`config.mk`:
```
export PLATFORM = sky130hd
export DESIGN_NAME = jtopl_eg_adsr_flat
export DESIGN_NICKNAME = d
export VERILOG_FILES = /design/src/rtl/jtopl_eg_adsr_if.sv /design/src/rtl/jtopl_eg_adsr.sv /design/src/flat_wrapper.sv
export SDC_FILE = /design/constraint.sdc
export NUM_CORES = 1
export LEC_CHECK = 0
export ABC_AREA = 1
export ABC_CLOCK_PERIOD_IN_PS = 12600
export CORE_MARGIN = 4
export CORE_UTILIZATION = 25
export CTS_CLUSTER_SIZE = 14
export DETAILED_ROUTE_END_ITERATION = 7
export PLACE_DENSITY_LB_ADDON = 0.3
export SYNTH_ARGS = -nofsm -noshare
export SYNTH_HDL_FRONTEND = slang
export SYNTH_SLANG_ARGS = --single-unit
```
`constraint.sdc`:
```
create_clock -name clk -period 12.6 [get_ports clk]
set_input_delay 1.89 -clock clk [delete_from_list [all_inputs] [get_ports clk]]
set_output_delay 1.89 -clock clk [all_outputs]
set_load 0.1 [all_outputs]
```
`src/rtl/jtopl_eg_adsr_if.sv`:
```
// Register-map inputs, envelope-counter strobe and attenuation outputs
// for one OPL operator envelope generator.
interface jtopl_eg_adsr_if;
  logic        cen;
  logic        zero;
  logic [14:0] eg_cnt;
  logic        keyon;
  logic [3:0]  ar;
  logic [3:0]  dr;
  logic [3:0]  sl;
  logic [3:0]  rr;
  logic [3:0]  ksr_off;
  logic        eg_type;
  logic [8:0]  eg_level;
  logic [1:0]  eg_state;
  logic        eg_stp;

  modport master (
    output cen, zero, eg_cnt, keyon, ar, dr, sl, rr, ksr_off, eg_type,
    input  eg_level, eg_state, eg_stp
  );

  modport slave (
    input  cen, zero, eg_cnt, keyon, ar, dr, sl, rr, ksr_off, eg_type,
    output eg_level, eg_state, eg_stp
  );
endinterface

```
`src/rtl/jtopl_eg_adsr.sv`:
```
// OPL operator envelope generator: ADSR state machine driving a 9-bit
// attenuation (0 loudest, 511 silent), advanced only on envelope ticks.
//
// state   | meaning
// ATTACK  | level falls exponentially towards 0
// DECAY   | level rises linearly towards the sustain target
// SUSTAIN | hold (eg_type=1) or keep rising at the release rate
// RELEASE | level rises linearly towards 511
module jtopl_eg_adsr (
  input logic            clk,
  input logic            rst,
  jtopl_eg_adsr_if.slave eg
);

  typedef enum logic [1:0] {
    ATTACK  = 2'd0,
    DECAY   = 2'd1,
    SUSTAIN = 2'd2,
    RELEASE = 2'd3
  } state_t;

  state_t      state, state_nx;
  logic [8:0]  level, level_nx;
  logic        stp, stp_nx;
  logic        keyon_last, keyon_last_nx;

  logic        tick;
  logic [3:0]  rsel;
  logic [6:0]  rate_sum;
  logic [5:0]  rate;
  logic [3:0]  rh;
  logic [1:0]  rl;
  logic [7:0]  pat;
  logic [3:0]  sh;
  logic [14:0] low_mask;
  logic [2:0]  pat_idx;
  logic [3:0]  base;
  logic [3:0]  inc;
  logic [11:0] prod;
  logic [8:0]  dec;
  logic [9:0]  sum;
  logic [8:0]  tgt;

  always_ff @(posedge clk or posedge rst) begin
    if (rst) begin
      state      <= RELEASE;
      level      <= 9'd511;
      stp        <= 1'b0;
      keyon_last <= 1'b0;
    end else begin
      state      <= state_nx;
      level      <= level_nx;
      stp        <= stp_nx;
      keyon_last <= keyon_last_nx;
    end
  end

  always_comb begin
    state_nx      = state;
    level_nx      = level;
    stp_nx        = 1'b0;
    keyon_last_nx = keyon_last;

    tick = eg.cen & eg.zero;

    case (state)
      ATTACK:  rsel = eg.ar;
      DECAY:   rsel = eg.dr;
      SUSTAIN: rsel = eg.eg_type ? 4'd0 : eg.rr;
      default: rsel = eg.rr;
    endcase

    rate_sum = {1'b0, rsel, 2'b00} + {3'b000, eg.ksr_off};
    if (rsel == 4'd0)          rate = 6'd0;
    else if (rate_sum > 7'd63) rate = 6'd63;
    else                       rate = rate_sum[5:0];
    rh = rate[5:2];
    rl = rate[1:0];

    case (rl)
      2'd0:    pat = 8'b10101010;
      2'd1:    pat = 8'b11101010;
      2'd2:    pat = 8'b11101110;
      default: pat = 8'b11111110;
    endcase

    // Slow rates step once every 2^sh ticks, gated by the 3 counter bits above
    sh       = 4'd12 - rh;
    low_mask = (15'd1 << sh) - 15'd1;
    pat_idx  = 3'(eg.eg_cnt >> sh);
    base     = 4'd1 << (rh - 4'd12);

    inc = 4'd0;
    if (rate != 6'd0) begin
      if (rh < 4'd12) begin
        if (((eg.eg_cnt & low_mask) == 15'd0) && pat[pat_idx]) inc = 4'd1;
      end else if (rh == 4'd15) begin
        inc = 4'd8;
      end else begin
        inc = pat[eg.eg_cnt[2:0]] ? (base << 1) : base;
      end
    end

    prod = {3'd0, level} * {8'd0, inc};
    dec  = 9'(prod >> 3);
    if (dec == 9'd0) dec = 9'd1;
    sum  = {1'b0, level} + {6'd0, inc};
    tgt  = (eg.sl == 4'd15) ? {5'd31, 4'd0} : {1'b0, eg.sl, 4'd0};

    if (tick) begin
      keyon_last_nx = eg.keyon;
      if (eg.keyon && !keyon_last) begin
        state_nx = ATTACK;
      end else if (!eg.keyon && keyon_last) begin
        state_nx = RELEASE;
      end else if (state == ATTACK && level == 9'd0) begin
        state_nx = DECAY;
      end else if (state == DECAY && level >= tgt) begin
        state_nx = SUSTAIN;
      end else if (inc != 4'd0) begin
        if (state == ATTACK) begin
          if (rate >= 6'd60)   level_nx = 9'd0;
          else if (dec > level) level_nx = 9'd0;
          else                  level_nx = level - dec;
        end else begin
          level_nx = sum[9] ? 9'd511 : sum[8:0];
        end
        stp_nx = (level_nx != level);
      end
    end
  end

  assign eg.eg_level = level;
  assign eg.eg_state = state;
  assign eg.eg_stp   = stp;

endmodule

```
`src/flat_wrapper.sv`:
```
// flat-port wrapper written by rule: the top's interface ports become plain ports
module jtopl_eg_adsr_flat 
  (clk, rst, eg_cen, eg_zero, eg_eg_cnt, eg_keyon, eg_ar, eg_dr, eg_sl, eg_rr, eg_ksr_off, eg_eg_type, eg_eg_level, eg_eg_state, eg_eg_stp);
  jtopl_eg_adsr_if eg_i ();
  input logic clk;
  input logic rst;
  input wire logic [$bits(eg_i.cen)-1:0] eg_cen;
  input wire logic [$bits(eg_i.zero)-1:0] eg_zero;
  input wire logic [$bits(eg_i.eg_cnt)-1:0] eg_eg_cnt;
  input wire logic [$bits(eg_i.keyon)-1:0] eg_keyon;
  input wire logic [$bits(eg_i.ar)-1:0] eg_ar;
  input wire logic [$bits(eg_i.dr)-1:0] eg_dr;
  input wire logic [$bits(eg_i.sl)-1:0] eg_sl;
  input wire logic [$bits(eg_i.rr)-1:0] eg_rr;
  input wire logic [$bits(eg_i.ksr_off)-1:0] eg_ksr_off;
  input wire logic [$bits(eg_i.eg_type)-1:0] eg_eg_type;
  output wire logic [$bits(eg_i.eg_level)-1:0] eg_eg_level;
  output wire logic [$bits(eg_i.eg_state)-1:0] eg_eg_state;
  output wire logic [$bits(eg_i.eg_stp)-1:0] eg_eg_stp;
  assign eg_i.cen = eg_cen;
  assign eg_i.zero = eg_zero;
  assign eg_i.eg_cnt = eg_eg_cnt;
  assign eg_i.keyon = eg_keyon;
  assign eg_i.ar = eg_ar;
  assign eg_i.dr = eg_dr;
  assign eg_i.sl = eg_sl;
  assign eg_i.rr = eg_rr;
  assign eg_i.ksr_off = eg_ksr_off;
  assign eg_i.eg_type = eg_eg_type;
  assign eg_eg_level = eg_i.eg_level;
  assign eg_eg_state = eg_i.eg_state;
  assign eg_eg_stp = eg_i.eg_stp;
  jtopl_eg_adsr u_core (.clk(clk), .rst(rst), .eg(eg_i));
endmodule
```
# Word level (Yosys, flattened, before mapping)
# Index checks and enable logic that the tools add are counted.
# classes
n_eq_ne	7
reduce_logical	18
n_mul	1
shift	3
add_sub_neg	6
bitwise_logic	6
mux	36
magnitude_cmp	7
# op_table
cell	n
9-bit two-way mux	12
7-bit case mux with 3 select lines	1
4-bit two-way mux	5
9-bit zero test	2
15-bit bitwise AND	1
15-bit zero test	1
1-bit by 4-bit << shifter with 15-bit output (first input constant)	1
15-bit by 4-bit right shift with 3-bit output	1
15-bit by 1-bit subtractor with 15-bit output (second input constant)	1
9-bit by 4-bit multiplier with 12-bit output	1
6-bit two-way mux	2
4-bit case mux with 3 select lines	1
9-bit by 4-bit adder with 10-bit output	1
9-bit greater-or-equal comparator	1
9-bit greater-than comparator	1
1-bit two-way mux	9
9-bit != test	1
9-bit subtractor	1
4-bit == test (second input constant)	2
3-bit by 4-bit < comparator with 1-bit output (second input constant)	2
2-bit two-way mux	4
4-bit nonzero test	2
6-bit by 4-bit adder with 7-bit output	1
7-bit by 6-bit greater-than comparator with 1-bit output (second input constant)	1
17 further kinds	29
# word_totals
ff_bits	13

# Longest topological paths before layout
# Gate-level depths: netlist (run 1).
# depth
word_depth	35
ltp_mapped	63
ltp_nobuf	63

# Worst setup path after synthesis (run 1)
# OpenSTA, ideal clock, no wires.
# synth_timing
path_kind	input-to-reg
from	input port eg_eg_type
to	register u_core.stp (netlist: u_core.eg.eg_stp)
path_stages	58
n_path_buf	1
arrival_ns	9.407
slack_ns	3.080
t_required_ns	12.487
cell_sequence	nand2_4 -> nand3_1 -> nand3_1 -> ha_1 -> inv_1 -> fa_1 -> inv_1 -> nand3_4 -> nand2_1 -> nand2_4 -> buf_4 -> ha_1 -> ha_1 -> nand2_1 -> inv_1 -> nand2_1 -> ha_1 -> nor2_1 -> [22 not listed] -> nand2_1 -> ha_1 -> inv_1 -> fa_1 -> nand3_1 -> nand3_1 -> nand2_1 -> nand2_1 -> a21oi_1 -> xor2_1 -> nand3b_1 -> nand2_1 -> o21ai_0 -> xor2_1 -> a21oi_1 -> nand4_1 -> nand3_1 -> inv_2
# synth_between
elab_chain_cells	35
# synth_lines
item	line_no	text
start, declared	flat_wrapper.sv:16	input wire logic [$bits(eg_i.eg_type)-1:0] eg_eg_type;
4-bit two-way mux (*)	jtopl_eg_adsr.sv:69	SUSTAIN: rsel = eg.eg_type ? 4'd0 : eg.rr;
4-bit case mux with 3 select lines (*)	jtopl_eg_adsr.sv:66	case (state)
6-bit by 4-bit adder with 7-bit output	jtopl_eg_adsr.sv:73	rate_sum = {1'b0, rsel, 2'b00} + {3'b000, eg.ksr_off};
7-bit by 6-bit greater-than comparator with 1-bit output	jtopl_eg_adsr.sv:75	else if (rate_sum > 7'd63) rate = 6'd63;
6-bit two-way mux	jtopl_eg_adsr.sv:75	
6-bit two-way mux (*)	jtopl_eg_adsr.sv:74	if (rsel == 4'd0) rate = 6'd0;
4-bit subtractor	jtopl_eg_adsr.sv:88	sh = 4'd12 - rh;
1-bit by 4-bit << shifter with 15-bit output	jtopl_eg_adsr.sv:89	low_mask = (15'd1 << sh) - 15'd1;
[20 not listed]	n/a	
9-bit != test	jtopl_eg_adsr.sv:128	stp_nx = (level_nx != level);
1-bit two-way mux (*)	jtopl_eg_adsr.sv:120	end else if (inc != 4'd0) begin
1-bit two-way mux (*)	jtopl_eg_adsr.sv:118	end else if (state == DECAY && level >= tgt) begin
1-bit two-way mux (*)	jtopl_eg_adsr.sv:116	end else if (state == ATTACK && level == 9'd0) begin
1-bit two-way mux (*)	jtopl_eg_adsr.sv:114	end else if (!eg.keyon && keyon_last) begin
1-bit two-way mux (*)	jtopl_eg_adsr.sv:112	if (eg.keyon && !keyon_last) begin
1-bit two-way mux (*)	jtopl_eg_adsr.sv:110	if (tick) begin
named net u_core.stp_nx	jtopl_eg_adsr.sv:24	logic stp, stp_nx;
end signal, assigned	jtopl_eg_adsr.sv:53	stp <= stp_nx;
end, declared	jtopl_eg_adsr.sv:24	
# The timed path passes the listed nets; every way through them passes the cells marked *. The select of a mux whose other input is x is not followed.
# A chain may end at the register's enable or synchronous reset.

# Worst setup path in the final report (run 1)
# Ends and elaborated chain as after synthesis.

==> results of run 1 <==
sequential cells by signal, summed over array words and instances (netlist names):
name,count
u_core.eg.eg_state,2
u_core.eg.eg_stp,1
u_core.keyon_last,1
u_core.eg.eg_level,9
layout make-up:
cell class,instances,area (um^2)
Multi-Input combinational cell,573,3540
Sequential cell,13,339
Fill cell,1959,12100
Timing Repair Buffer,53,528
Inverter,111,417
Clock buffer,4,78.8
Tap cell,225,282
logic make-up after synthesis:
kind of cell | count (synthesis) | share of synthesized area
and+or+nand+nor | 407 | 0.439
AOI/OAI and AO/OA | 76 | 0.103
buffers and inverters | 128 | 0.120
DFF | 13 | 0.0770
other | 1 | 0.000851
xor gates and xnor gates | 25 | 0.0497
muxes | 1 | 0.00227
adders and majority gates | 63 | 0.208
through the flow:
step                      std cells  instance area, um^2  hold WS, ns
after floorplan                 714                 4410        0.478
after global placement          975                 5100        0.510
after detailed placement        975                 5100        0.522
after CTS                       979                 5180        0.533
after global routing            979                 5180        0.560
final                           979                 5180        0.526
synth_stat cells (3+ instances only):
master and instances:
clkbuf_1 3, a31oi_1 3, buf_4 5, nand3_1 96
nor2_1 56, nand3_4 3, fa_1 17, buf_6 3
nand4_1 18, o21ai_2 3, o211ai_1 4, xor2_1 21
nand3_2 8, inv_1 106, nand3b_1 5, nand2_1 189
o21ai_0 22, a21oi_1 28, or2_2 4, buf_2 4
nand2_4 4, nor2_4 4, nand2_2 10, ha_1 46
xnor2_1 4, dfstp_2 11, inv_2 5
worst max-delay path: cells and delay by family:
family                     cells  cell delay (ns)
and+or+nand+nor               32             3.53
adders and majority gates      9             3.27
AOI/OAI and AO/OA              8             1.29
buffers and inverters          6             0.94
xor gates and xnor gates       3             0.49
metal layers:
layer	vias up	GRT usage	share of wire
met2	105	0.229	0.47
met1	2075	0.182	0.48
met4	0	0.0199	0.011
met3	12	0.0142	0.040
li1	2406	-	-
met5	-	0	0
path summary, 6_finish.rpt:
path	end	slack, ns	depth (start not counted)	from
worst max-delay path	u_core.eg.eg_stp$_DFF_PP0_	1.30	58	eg_eg_type
worst min-delay path	u_core.keyon_last$_DFFE_PP0P_	0.53	2	u_core.keyon_last$_DFFE_PP0P_
min in group asynchronous	u_core.eg.eg_stp$_DFF_PP0_	1.98	2	rst
worst max register to register	u_core.eg.eg_stp$_DFF_PP0_	2.67	57	u_core.eg.eg_state[1]$_DFFE_PP1P_
max in group asynchronous	u_core.eg.eg_state[1]$_DFFE_PP1P_	10.26	2	rst
worst min register to register	u_core.keyon_last$_DFFE_PP0P_	0.53	2	u_core.keyon_last$_DFFE_PP0P_
==> metrics.yaml, run 1 <==
logic_synthesis:
  synth_area_leaders: "nand2_1 (16%), ha_1 (13%), nand3_1 (11%), inv_1 (9.0%), fa_1 (7.7%)"
  avgSynthCellArea_um2: 6.17
  syn_area_um2: 4410
  yosysWarnings: 0
  post_synth_num_cell_types: 50
  synthCells: 714
  async_flop_share: 1.00
  synth_seq_area_share: 0.0770
  synth_top_cell_by_area: "nand2_1"
  synth_edf_count: 0
  synth_top_area_share: 0.161
  ys_seq_elements: 13
  synth_nets: 818
  synth_ff_type: "dfstp_2"
clock_tree:
  ctsHoldBuffers: 0
  post_cts_buffers: 0
  cts_tree: "built"
  root_buffer: "clkbuf_16"
  htree_levels: 1
  clkLatencyLatePin_ns: 0.24
  cts_resized: 0
  cts_num_sinks: 13
  clock_path_buffers: 2
  cts_buffers: 3
  clkTransAtPathRegs_ns: 0.04
sta:
  timing.setup.tns_ns: 0
  rsz0062_at_grt: "false"
  finalCritPeriodShare: 0.897
  max_freq_mhz: 88.5
  min_period_ns: 11.30
  max-slew-margin-rel: 0.341
  setup_viol: 0
  finalHoldViolations: 0
  layout_setup_ws_ns: 1.30
  skew_ns: 0.000738
  worst_slew_pin_slew_ns: 0.985
  maxSlewViolCount: 0
place:
  io_buffers: 52
  dp_hpwl_um: 10800
  post-place-ws_ns: 1.14
  place.gp.congestion: 0.878
grt:
  grt_start_max_net_pins: 19
  grt_pass1_wl_um: 22300
  antenna_found_initial: 0
  grt.total_usage: 0.132
  gr-total-overflow: 0
  grt_pass1_vias: 4645
worst_setup_path:
  cp_max_fo: 18
  arrival_ns: 11.44
  crit_type: "in -> reg"
  start_kind: "primary input"
  path_common_cell: "nand2_1"
  cp-end-kind: "register"
  crit_path_top_delay_cell: "ha_1"
  cp.required_ns: 12.73
  critPathMaxStageDelay_ns: 0.59
finish:
  antenna-diode-count: 0
  area_growth_pct: 17.6
  final_core_utilization: 0.300
  final_common_cell: "nand2_1"
  most-common-layout-cells: "nand2_1 (189), inv_1 (106), nand3_1 (96)"
  layout-drive-gt1-share: 0.0809
  fin_nets: 859
die:
  die_area_um2: 19800
  ios: 53
  die_x_um: 141
  rows: 48
  die_y_um: 141
  core_region_area_um2: 17300
  floorplan.initialDensity: 0.255
route:
  drt-initial-drc-count: 301
  routed_wl_um: 13100
  drcViolationCount: 0
  vias: 4598
  ant_nets: 0
  via_per_inst: 4.70
  wl_per_cell_um: 13.4
  dr.pass1.iters: 5
min_path:
  worstHoldPathType: "reg -> reg"
job:
  maxCapViolCount: 0
outcome:
  status: "completed"
Power of run 1 is not shown: default switching activity piles up to over one toggle a cycle in this logic, so the estimate is an artifact.
==> run 2: changes to the inputs <==
--- a/config.mk
+++ b/config.mk
@@ -7,11 +7,12 @@
 export LEC_CHECK = 0
 export ABC_AREA = 1
 export ABC_CLOCK_PERIOD_IN_PS = 12600
+export CORE_ASPECT_RATIO = 0.5
 export CORE_MARGIN = 4
 export CORE_UTILIZATION = 25
 export CTS_CLUSTER_SIZE = 14
 export DETAILED_ROUTE_END_ITERATION = 7
-export PLACE_DENSITY_LB_ADDON = 0.3
+export PLACE_DENSITY = 0.52
 export SYNTH_ARGS = -nofsm -noshare
 export SYNTH_HDL_FRONTEND = slang
 export SYNTH_SLANG_ARGS = --single-unit
==> run 2 against run 1 <==
Non-clock buffer count fell by 1. Fmax rose by 0.52%. Utilization rose by 0.85 points. Via count did not move. Worst hold slack got worse by 0.0049 ns. Clock-buffer cell count did not move. Register-to-register slack barely moved. Critical path type unchanged.
==> metrics.yaml, run 2 (synthesized netlist as in run 1, its figures left out) <==
outcome:
  status: "completed"
worst_setup_path:
  crit_type: "in -> reg"
  r2r_start: "u_core.eg.eg_state[0]$_DFFE_PP1P_"
  ff2ff_setup_slack_ns: 2.68  # about the same
  cp-end-kind: "register"
  cp-startpoint: "eg_eg_type"
  cp-endpoint: "u_core.eg.eg_stp$_DFF_PP0_"
  crit_path_top_delay_cell: "ha_1"
  cp_max_fo: 18  # unchanged
  cp.required_ns: 12.73  # about the same
  r2r-end: "u_core.eg.eg_stp$_DFF_PP0_"
  critPathMaxStageDelay_ns: 0.60  # about the same
  start_kind: "primary input"
  arrival_ns: 11.38  # -0.06 ns
  path_common_cell: "nand2_1"
  r2r_cells: 58  # +1.8%
clock_tree:
  cts_resized: 0  # unchanged
  cts_buffers: 3  # unchanged
  clkLatencyLatePin_ns: 0.24  # about the same
  cts_num_sinks: 13  # unchanged
  cts_tree: "built"
  root_buffer: "clkbuf_16"
  clkTransAtPathRegs_ns: 0.05  # about the same
  ctsHoldBuffers: 0  # unchanged
  post_cts_buffers: 0  # unchanged
  htree_levels: 1  # unchanged
  clock_path_buffers: 2  # unchanged
place:
  dp_hpwl_um: 11000  # +1.9%
  dpl_cell_area_um2: 5100  # about the same
  place.gp.congestion: 0.879  # +0.10%
  dp.cells: 976  # +0.10%
  io_buffers: 52  # unchanged
die:
  core_region_area_um2: 16800  # -2.8%
  ios: 53  # unchanged
  die_x_um: 196  # +39%
  rows: 33  # -31%
  floorplan.initialDensity: 0.262  # +0.00745
  die_y_um: 102  # -28%
  die_area_um2: 19900  # +0.65%
grt:
  grt_pass1_wl_um: 22100  # -1.1%
  grt_pass1_vias: 4420  # -4.8%
  gr-total-overflow: 0  # unchanged
  grt_start_max_net_pins: 19  # unchanged
  antenna_found_initial: 0  # unchanged
  grt.total_usage: 0.133  # about the same
sta:
  skew_ns: 0.00224  # +0.00150 ns
  maxSlewViolCount: 0  # unchanged
  setup_viol: 0  # unchanged
  min_period_ns: 11.25  # -0.0582 ns
  max-slew-margin-rel: 0.318  # -0.0229
  worst_slew_pin_slew_ns: 1.02  # +0.0342 ns
  finalCritPeriodShare: 0.893  # -0.00462
  finalHoldViolations: 0  # unchanged
  timing.setup.tns_ns: 0  # unchanged
  rsz0062_at_grt: "false"
  max_freq_mhz: 88.9  # +0.52%
route:
  wl_per_cell_um: 13.6  # +1.8%
  via_per_inst: 4.69  # -0.10%
  ant_nets: 0  # unchanged
  dr.pass1.iters: 5  # unchanged
  routed_wl_um: 13400  # +2.0%
  drcViolationCount: 0  # unchanged
  drt-initial-drc-count: 344  # +14%
  vias: 4598  # unchanged
finish:
  final_common_cell: "nand2_1"
  area_growth_pct: 17.5  # about the same
  most-common-layout-cells: "nand2_1 (189), inv_1 (106), nand3_1 (96)"
  layout-drive-gt1-share: 0.0797  # -0.00122
  final_core_utilization: 0.308  # +0.00847
  largest_reg_flops: 9  # unchanged
  antenna-diode-count: 0  # unchanged
  fin_nets: 858  # -0.12%
  final_design_area_no_fill_um2: 5180  # about the same
  final_cells: 980  # +0.10%
job:
  maxCapViolCount: 0  # unchanged
min_path:
  worstHoldPathType: "reg -> reg"
-- run 2: worst min path at each step --
stage | from | endpoint | slack [ns] | cells after the start
floorplan | u_core.keyon_last$_DFFE_PP0P_ | u_core.keyon_last$_DFFE_PP0P_ | 0.48 | 2
global placement | u_core.keyon_last$_DFFE_PP0P_ | u_core.keyon_last$_DFFE_PP0P_ | 0.51 | 2
detailed placement | u_core.keyon_last$_DFFE_PP0P_ | u_core.keyon_last$_DFFE_PP0P_ | 0.52 | 2
CTS | u_core.keyon_last$_DFFE_PP0P_ | u_core.keyon_last$_DFFE_PP0P_ | 0.53 | 2
global route | u_core.eg.eg_level[0]$_DFFE_PP1P_ | u_core.eg.eg_level[0]$_DFFE_PP1P_ | 0.57 | 2
finish | u_core.keyon_last$_DFFE_PP0P_ | u_core.keyon_last$_DFFE_PP0P_ | 0.52 | 2
-- run 2: cell type report --
| class | instances | area [um^2] |
|---|---|---|
| Sequential cell | 13 | 339 |
| Multi-Input combinational cell | 573 | 3540 |
| Fill cell | 1861 | 11600 |
| Timing Repair Buffer | 52 | 520 |
| Clock buffer | 4 | 78.8 |
| Tap cell | 227 | 284 |
| Inverter | 111 | 417 |
-- run 2: per-layer routing --
metal / part of all wire / vias to the layer above / track usage
met5: 0 / - / 0
met4: 0.0046 / 0 / 0.0145
met3: 0.039 / 7 / 0.0145
met2: 0.46 / 99 / 0.232
met1: 0.50 / 2095 / 0.184
li1: - / 2397 / -
-- run 2: stage by stage --
stage	worst slack [ns]	hold WS (ns)
finish	1.35	0.522
global placement	1.39	0.506
CTS	1.41	0.530
detailed placement	1.18	0.519
floorplan	3.08	0.478
global route	0.279	0.574
-- run 2: worst max-delay path, delay by kind of cell --
kind	cells	cell delay, ns
buffers and inverters	6	0.97
AO/OA/AOI/OAI	8	1.21
XOR/XNOR	3	0.44
adder cells (fa/ha/maj)	9	3.29
AND/OR/NAND/NOR	32	3.53
Power of run 2 is left out for the same reason.
